--- src/rtl/edge_event_bank.sv ---
// Multi-channel edge-event detector: per-channel synchroniser, shared-threshold
// debounce, mode-selected edge pulses, W1C sticky status and a masked interrupt.
module edge_event_bank #(
   parameter int NUM_CH      = 8,
   parameter int SYNC_STAGES = 2,
   parameter int DEB_WIDTH   = 4
) (
   input  logic                  clk,
   input  logic                  rst,
   input  logic                  ena,
   input  logic [NUM_CH-1:0]     data_in,
   input  logic [2*NUM_CH-1:0]   mode,
   input  logic [DEB_WIDTH-1:0]  deb_cycles,
   input  logic [NUM_CH-1:0]     clr,
   input  logic [NUM_CH-1:0]     irq_mask,
   output logic [NUM_CH-1:0]     level,
   output logic [NUM_CH-1:0]     edge_pulse,
   output logic [NUM_CH-1:0]     status,
   output logic                  irq
);

   logic [SYNC_STAGES-1:0][NUM_CH-1:0] sync_q, sync_d;
   logic [NUM_CH-1:0][DEB_WIDTH-1:0]   cnt_q, cnt_d;
   logic [NUM_CH-1:0]                  level_q, level_d;
   logic [NUM_CH-1:0]                  pulse_q, pulse_d;
   logic [NUM_CH-1:0]                  status_q, status_d;
   logic [NUM_CH-1:0]                  s;

   assign s = sync_q[SYNC_STAGES-1];

   always_comb begin
      sync_d    = sync_q;
      sync_d[0] = data_in;
      for (int k = 1; k < SYNC_STAGES; k++) begin
         sync_d[k] = sync_q[k-1];
      end
   end

   // The >= compare lets a lowered threshold fire immediately instead of
   // letting the counter run past D and wrap.
   always_comb begin
      level_d = level_q;
      cnt_d   = cnt_q;
      pulse_d = '0;
      for (int i = 0; i < NUM_CH; i++) begin
         if (ena) begin
            if (s[i] == level_q[i]) begin
               cnt_d[i] = '0;
            end else if (cnt_q[i] >= deb_cycles) begin
               level_d[i] = s[i];
               cnt_d[i]   = '0;
               pulse_d[i] = s[i] ? mode[2*i] : mode[2*i+1];
            end else begin
               cnt_d[i] = cnt_q[i] + DEB_WIDTH'(1);
            end
         end
      end
      status_d = (status_q & ~clr) | pulse_d;
   end

   always_ff @(posedge clk or posedge rst) begin
      if (rst) begin
         sync_q   <= '0;
         cnt_q    <= '0;
         level_q  <= '0;
         pulse_q  <= '0;
         status_q <= '0;
      end else begin
         sync_q   <= sync_d;
         cnt_q    <= cnt_d;
         level_q  <= level_d;
         pulse_q  <= pulse_d;
         status_q <= status_d;
      end
   end

   assign level      = level_q;
   assign edge_pulse = pulse_q;
   assign status     = status_q;
   assign irq        = |(status_q & irq_mask);

endmodule

--- config.mk ---
export PLATFORM = sky130hd
export DESIGN_NAME = edge_event_bank
export DESIGN_NICKNAME = d
export VERILOG_FILES = /design/src/rtl/edge_event_bank.sv
export SDC_FILE = /design/constraint.sdc
export NUM_CORES = 1
export LEC_CHECK = 0
export CAP_MARGIN = 20
export CORE_MARGIN = 2
export CORE_UTILIZATION = 26
export DETAILED_ROUTE_END_ITERATION = 10
export DONT_BUFFER_PORTS = 1
export MAX_ROUTING_LAYER = met4
export PLACE_DENSITY = 0.44
export SKIP_LAST_GASP = 1
export SYNTH_ARGS = -nofsm -noshare
export SYNTH_HDL_FRONTEND = slang
export SYNTH_SLANG_ARGS = --single-unit
--- constraint.sdc ---
create_clock -name clk -period 3.6 [get_ports clk]
set_clock_uncertainty 0.05 [all_clocks]
set_input_delay 0.72 -clock clk [delete_from_list [all_inputs] [get_ports clk]]
set_output_delay 0.72 -clock clk [all_outputs]
set_load 0.005 [all_outputs]
==> results.ini, run 1 <==
[clock_network]
cts_tree=built
cts_max_level=3
worstSkewPairLatency_ps=340
cts_made_buffers=9
clock-root-buffer=clkbuf_16
cts_resized=0
cts.sinks=72
postCtsHoldBufs=0
post_cts_buffers=0
clock_path_buffers=2
clk_pin_slew_ps=60

[routing]
first_pass_iters=4
drtAntennaViolNets=0
drc=0
wl_per_cell_um=14.4
drt_iter0_markers=145
vias_per_cell=4.81
vias=2667
totalWireLength_mm=7.98

[cells_and_area]
multiInputGateArea_um2=1810
layout.cells.most_common_list=72 x dfrtp_1, 40 x ha_1, 38 x nand2_1
seqCellArea_um2=1800
layout_commonest_cell=dfrtp_1
drive_gt1_share_pct=9.43
final_net_count=453
fin_area_um2=4300
diodes=0
syn_to_final_growth_pct=13.7
nFillCells=1455

[synth]
synth-seq-area-share_pct=47.6
synth-edff-count=0
synth_fp_nets=446
syn_avg_cell_area_um2=10.5
yosysUniqueCellTypes=37
synth_seq_cells=72
synthCells=359
synthArstFlopShare_pct=100
yosysWarnings=0
synth_ff_type=dfrtp_1
synth_area_um2=3780

[floorplan]
die-area_um2=15500
row_count=44
ios=72
coreArea_um2=14400
floorplan.initialDensity_pct=26.3
die_w_um=125
chipHeight_um=125

[critical_path]
arrival_ps=1330
path_class=flip-flop to output port
worstSetupEndpointType=output port
cp-start-kind=flip-flop
critPathMaxFanout=3
critPathMaxStageDelay_ps=400
worst-path-buf-inv=0
slowest_stage=dfrtp_1
cp_cell_sequence=a22oi_1 -> nand4_1
critPathTopFamily=flip-flops
r2r_slack_ps=1770
crit_required_ps=2830

[timing]
setup_violations=0
maxSlewHeadroom_pct=67.3
min_period_ps=2100
fin_ws_ps=1500
slew_viol_final=0
rsz0062_at_grt=false
finalHoldViolations=0
setup-tns-final_ps=0
fmax_mhz=477
worstMarginPinSlew_ps=488
finalCritPeriodShare_pct=58.2

[pwr]
p_per_area_nw_per_um2=691
power_frac_comb_pct=28.6
p_leak_uw=0.00200
sw_frac_of_total_pct=35.8
p_switching_uw=1060
p_int_uw=1910
p_clk_share_pct=29.0
p_seq_share_pct=42.4
max-vdd-ir-drop_mv=0.218

[global_routing]
grt_max_degree=48
grt_pass1_wl_mm=14.0
overflow=0
grtUsageTotal_pct=11.7
antenna_found_initial=0
grt_pass1_vias=2722

[placement]
place_ws_ps=1240
place.gp.congestion=0.760
io_buffers=0
dp_hpwl_mm=5.65
postPlaceCellArea_um2=4020

[run]
cap_viol_max_count=0

[run_status]
status=complete, no violations

[worst_hold_path]
hold_class=input port to async pin

[logic make-up (layout without fill, tap and decap cells)]
group	after synthesis	count (layout)	synth area share, %
AOI/OAI and AO/OA	86	86	16.4
DFF	72	72	47.6
muxes	14	14	4.17
adders and majority gates	40	40	13.2
and+or+nand+nor	97	97	12.2
xor gates and xnor gates	8	8	1.85
buffers and inverters	42	54	4.47
[registers in the layout, indices dropped and copies added, names as in the netlist]
register and flops:
cnt_q 32, edge_pulse 8, level 8, s 8, status 8, sync_d 8
[cells in the mapped netlist, types with 8 or more instances]
cell / n / area [um2]
o211ai_1: 8 / 60.1
o22ai_1: 8 / 50.1
a21oi_1: 9 / 45.0
inv_1: 35 / 131
a31oi_1: 8 / 50.1
nand2_1: 38 / 143
nor2_1: 16 / 60.1
dfrtp_1: 72 / 1800
nor3_1: 10 / 50.1
ha_1: 40 / 500
a21o_1: 13 / 97.6
or3_1: 8 / 50.1
nand3_1: 9 / 45.0
[power by group through the flow]
stage | logic [uW] | registers [uW] | clock network [uW]
after global placement | 823 | 1270 | 0
final | 850 | 1260 | 861
after CTS | 865 | 1260 | 900
after floorplan | 714 | 1200 | 0
after global routing | 1010 | 1310 | 931
after detailed placement | 863 | 1280 | 0
[area by class of cell]
cell class / instances / area share, %
Timing Repair Buffer: 2 / 0.815
Tap cell: 184 / 5.35
Sequential cell: 72 / 41.9
Multi-Input combinational cell: 245 / 42.1
Clock buffer: 12 / 5.96
Inverter: 36 / 3.17
Clock inverter: 4 / 0.669
[worst paths after layout]
check	cells after the start	from	end
min	1	rst	edge_pulse[2]
min reg2reg	0	sync_d[12]	s[4]
max reg2reg	6	cnt_q[0]	level[0]
min in group clk	0	sync_d[12]	s[4]
max	2	status[3]	irq
max in group asynchronous	2	rst	cnt_q[25]
[worst reg2reg max path, stage by stage (launching register included)]
cell,delay (ps)
dfrtp_1,420
inv_1,70
ha_1,270
nor3b_1,280
o21ai_2,160
nand2_1,150
mux2_1,320
[routing by layer]
metal	global-route usage, %	wire length [um]	part of all wire, %	vias to the layer above
li1	-	-	-	1330
met1	14.2	3710	47	1287
met2	17.8	3740	47	40
met3	3.18	339	4.2	10
met4	5.95	182	2.3	0
met5	-	0	0	-
[per-stage QoR]
step | util, % | total power (uW) | cells | hold slack [ps]
3_5_place_dp | 27.9 | 2140 | 539 | 285
5_1_grt | 29.9 | 3250 | 555 | 144
3_3_place_gp | 27.8 | 2100 | 538 | 282
6_report | 29.9 | 2970 | 555 | 139
4_1_cts | 29.9 | 3030 | 555 | 131
2_1_floorplan | - | 1920 | 359 | 281
Power figures use the tool's default switching activity.
==> inputs of run 2 (changes only) <==
Settings changed: PLACE_DENSITY 0.44 to 0.46.
Clock period 3.6 ns to 1.68 ns, I/O delays scaled along.
==> run 2 against run 1 <==
Design area is 16% higher. The run now ends with setup timing left. Clock-buffer cell count is 1 lower. Via count is 9.0% higher. Non-clock buffer count is 59 higher. Die area stayed put. Worst setup slack worse by 1500 ps. Critical endpoint is now cnt_q[4]. Routed wire length is 8.7% higher. Highest routed layer unchanged. Critical path type is now flip-flop to flip-flop.
==> results.ini, run 2 (synthesis gave the netlist of run 1 again) <==
[run_status]
status=complete, but fails checks
violations=setup timing

[global_routing]
antenna_found_initial=0  ; unchanged
grt.busiest_layer=met2
grt.met3_usage_pct=3.78  ; +0.60 points
grtUsageTotal_pct=12.0  ; +0.29 points
grt_pass1_wl_mm=14.2  ; +1.4%
grt_pass1_vias=2864  ; +5.2%
grtUsageMet1_pct=14.4  ; +0.21 points
grt_max_degree=73  ; +52%
overflow=0  ; unchanged
met2_usage_pct=18.5  ; +0.68 points

[critical_path]
arrival_ps=1870  ; +540 ps
worstSetupEndpointType=flip-flop
crit_required_ps=1870  ; -960 ps
reg2reg_depth=6  ; unchanged
r2r_end=cnt_q[4]
cp-start-kind=flip-flop
r2r_slack_ps=-0.5  ; -1770 ps
reg2reg_from=cnt_q[6]
critPathMaxFanout=3  ; unchanged
path_class=flip-flop to flip-flop

[timing]
min_period_ps=1680
setup_violations=1  ; +1
fmax_mhz=595
slew_viol_final=0  ; unchanged
finalCritPeriodShare_pct=100
worstMarginPinSlew_ps=650  ; +163 ps
rsz0062_at_grt=true
setup-tns-final_ps=-0.486  ; -0.486 ps
finalHoldViolations=0  ; unchanged
maxSlewHeadroom_pct=56.3  ; -11 points
fin_ws_ps=-0.486  ; -1500 ps

[cells_and_area]
layout.cells.most_common_list=72 x dfrtp_1, 49 x buf_4, 34 x nand2_1, 34 x ha_1, 33 x inv_1
drive_gt1_share_pct=26.6  ; +17 points
fin_area_um2=4990  ; +16%
fin_util_pct=34.7  ; +4.8 points
largest_reg_flops=32  ; unchanged
diodes=0  ; unchanged
final_net_count=512  ; +13%
nFillCells=1410  ; -3.1%
layout_commonest_cell=dfrtp_1
syn_to_final_growth_pct=31.8
regMostFlops=cnt_q

[routing]
vias=2908  ; +9.0%
vias_per_cell=4.75  ; -1.1%
drtAntennaViolNets=0  ; unchanged
drt_iter0_markers=101  ; -30%
wl_per_cell_um=14.2  ; -1.4%
drc=0  ; unchanged
first_pass_iters=4  ; unchanged
totalWireLength_mm=8.67  ; +8.7%

[clock_network]
cts_made_buffers=9  ; unchanged
worstSkewPairLatency_ps=350  ; about the same
clk_pin_slew_ps=60  ; about the same
clock_path_buffers=2  ; unchanged
cts.sinks=72  ; unchanged
clock-root-buffer=clkbuf_16
cts_max_level=3  ; unchanged
cts_tree=built

[placement]
io_buffers=0  ; unchanged
postPlaceCellArea_um2=4300  ; +7.2%
dp_hpwl_mm=5.72  ; +1.1%
place.gp.congestion=0.764  ; +0.46%

[floorplan]
chipHeight_um=125  ; unchanged
coreArea_um2=14400  ; unchanged
floorplan.initialDensity_pct=26.3  ; unchanged
ios=72  ; unchanged
die_w_um=125  ; unchanged
row_count=44  ; unchanged
die-area_um2=15500  ; unchanged

[run]
cap_viol_max_count=0  ; unchanged

[pwr]
sw_frac_of_total_pct=34.4  ; -1.4 points
max-vdd-ir-drop_mv=0.537  ; +150%
power_frac_comb_pct=40.0  ; +11 points
p_int_uw=4890  ; +160%
p_switching_uw=2570  ; +140%
p_per_area_nw_per_um2=1500  ; +120%
p_seq_share_pct=34.6  ; -7.8 points
p_leak_uw=0.00233  ; +16%
p_clk_share_pct=25.4  ; -3.6 points

[worst_hold_path]
hp-start=clr[0]
hold_depth=1
hold_path_end=status[0]
hold_class=input port to flip-flop

## run 2: cell count changes in the layout (fill, tap and decap cells not counted), sizes merged
| cell | previous run | this run |
|---|---|---|
| clkinv | 3 | 0 |
| clkinvlp | 2 | 4 |
| clkbuf | 12 | 11 |
| inv | 35 | 34 |
| buf | 2 | 52 |
| dlygate4sd3 | 0 | 9 |
| bufinv | 0 | 1 |
## run 2: per-stage QoR
step,total power [uW],hold WS [ps],setup WS [ps],std cells
after floorplan,4110,281,9.94,359
after CTS,7100,10.4,0.746,603
after global placement,4990,283,-236,578
final,7460,22.4,-0.486,612
after detailed placement,5080,285,-278,578
after global routing,8070,10.8,-93.7,612
## run 2: how the worst max path moves through the flow
| stage | from | to | slack (ps) |
|---|---|---|---|
| floorplan | deb_cycles[3] | level[4] | 10 |
| global placement | deb_cycles[3] | level[4] | -240 |
| detailed placement | deb_cycles[1] | level[0] | -280 |
| CTS | cnt_q[31] | level[7] | 0.7 |
| global route | cnt_q[6] | cnt_q[4] | -90 |
| finish | cnt_q[6] | cnt_q[4] | -0.5 |
## run 2: what timing repair did
action / in CTS / in global routing
endpoints found under the setup margin: 5 / 28
endpoints found under the hold margin: 80 / 0
hold buffers: 9 / 0
setup buffers: 2 / 9
pin swaps: 2 / 19
resized for setup: 5 / 33
## run 2: metal layers
layer / vias up / share of wire [%]
li1: 1447 / -
met1: 1415 / 46
met2: 34 / 49
met3: 12 / 3.8
met4: 0 / 1.8
met5: - / 0
## run 2: power by group through the flow
stage,clock [uW],combinational (uW),sequential [uW]
6_report,1900,2990,2580
2_1_floorplan,0,1530,2580
3_5_place_dp,0,2480,2600
4_1_cts,1960,2570,2570
5_1_grt,2030,3390,2660
3_3_place_gp,0,2390,2600
## run 2: area by class of cell
type / instances / area, um2 / share of cell area (%)
repair buffers: 61 / 509 / 10.2
inverters: 36 / 143 / 2.86
multi-input cells: 245 / 2020 / 40.6
well taps: 184 / 230 / 4.62
clock inverters: 3 / 45.0 / 0.903
flip-flops and latches: 72 / 1800 / 36.1
clock buffers: 11 / 233 / 4.67
## run 2: worst max-delay path, cell delays in order (launching register included)
cell and delay, ps:
dfrtp_1 410, ha_1 290, o211ai_1 100, o21ai_2 230, buf_4 170, nor3_1 50
mux2_2 280
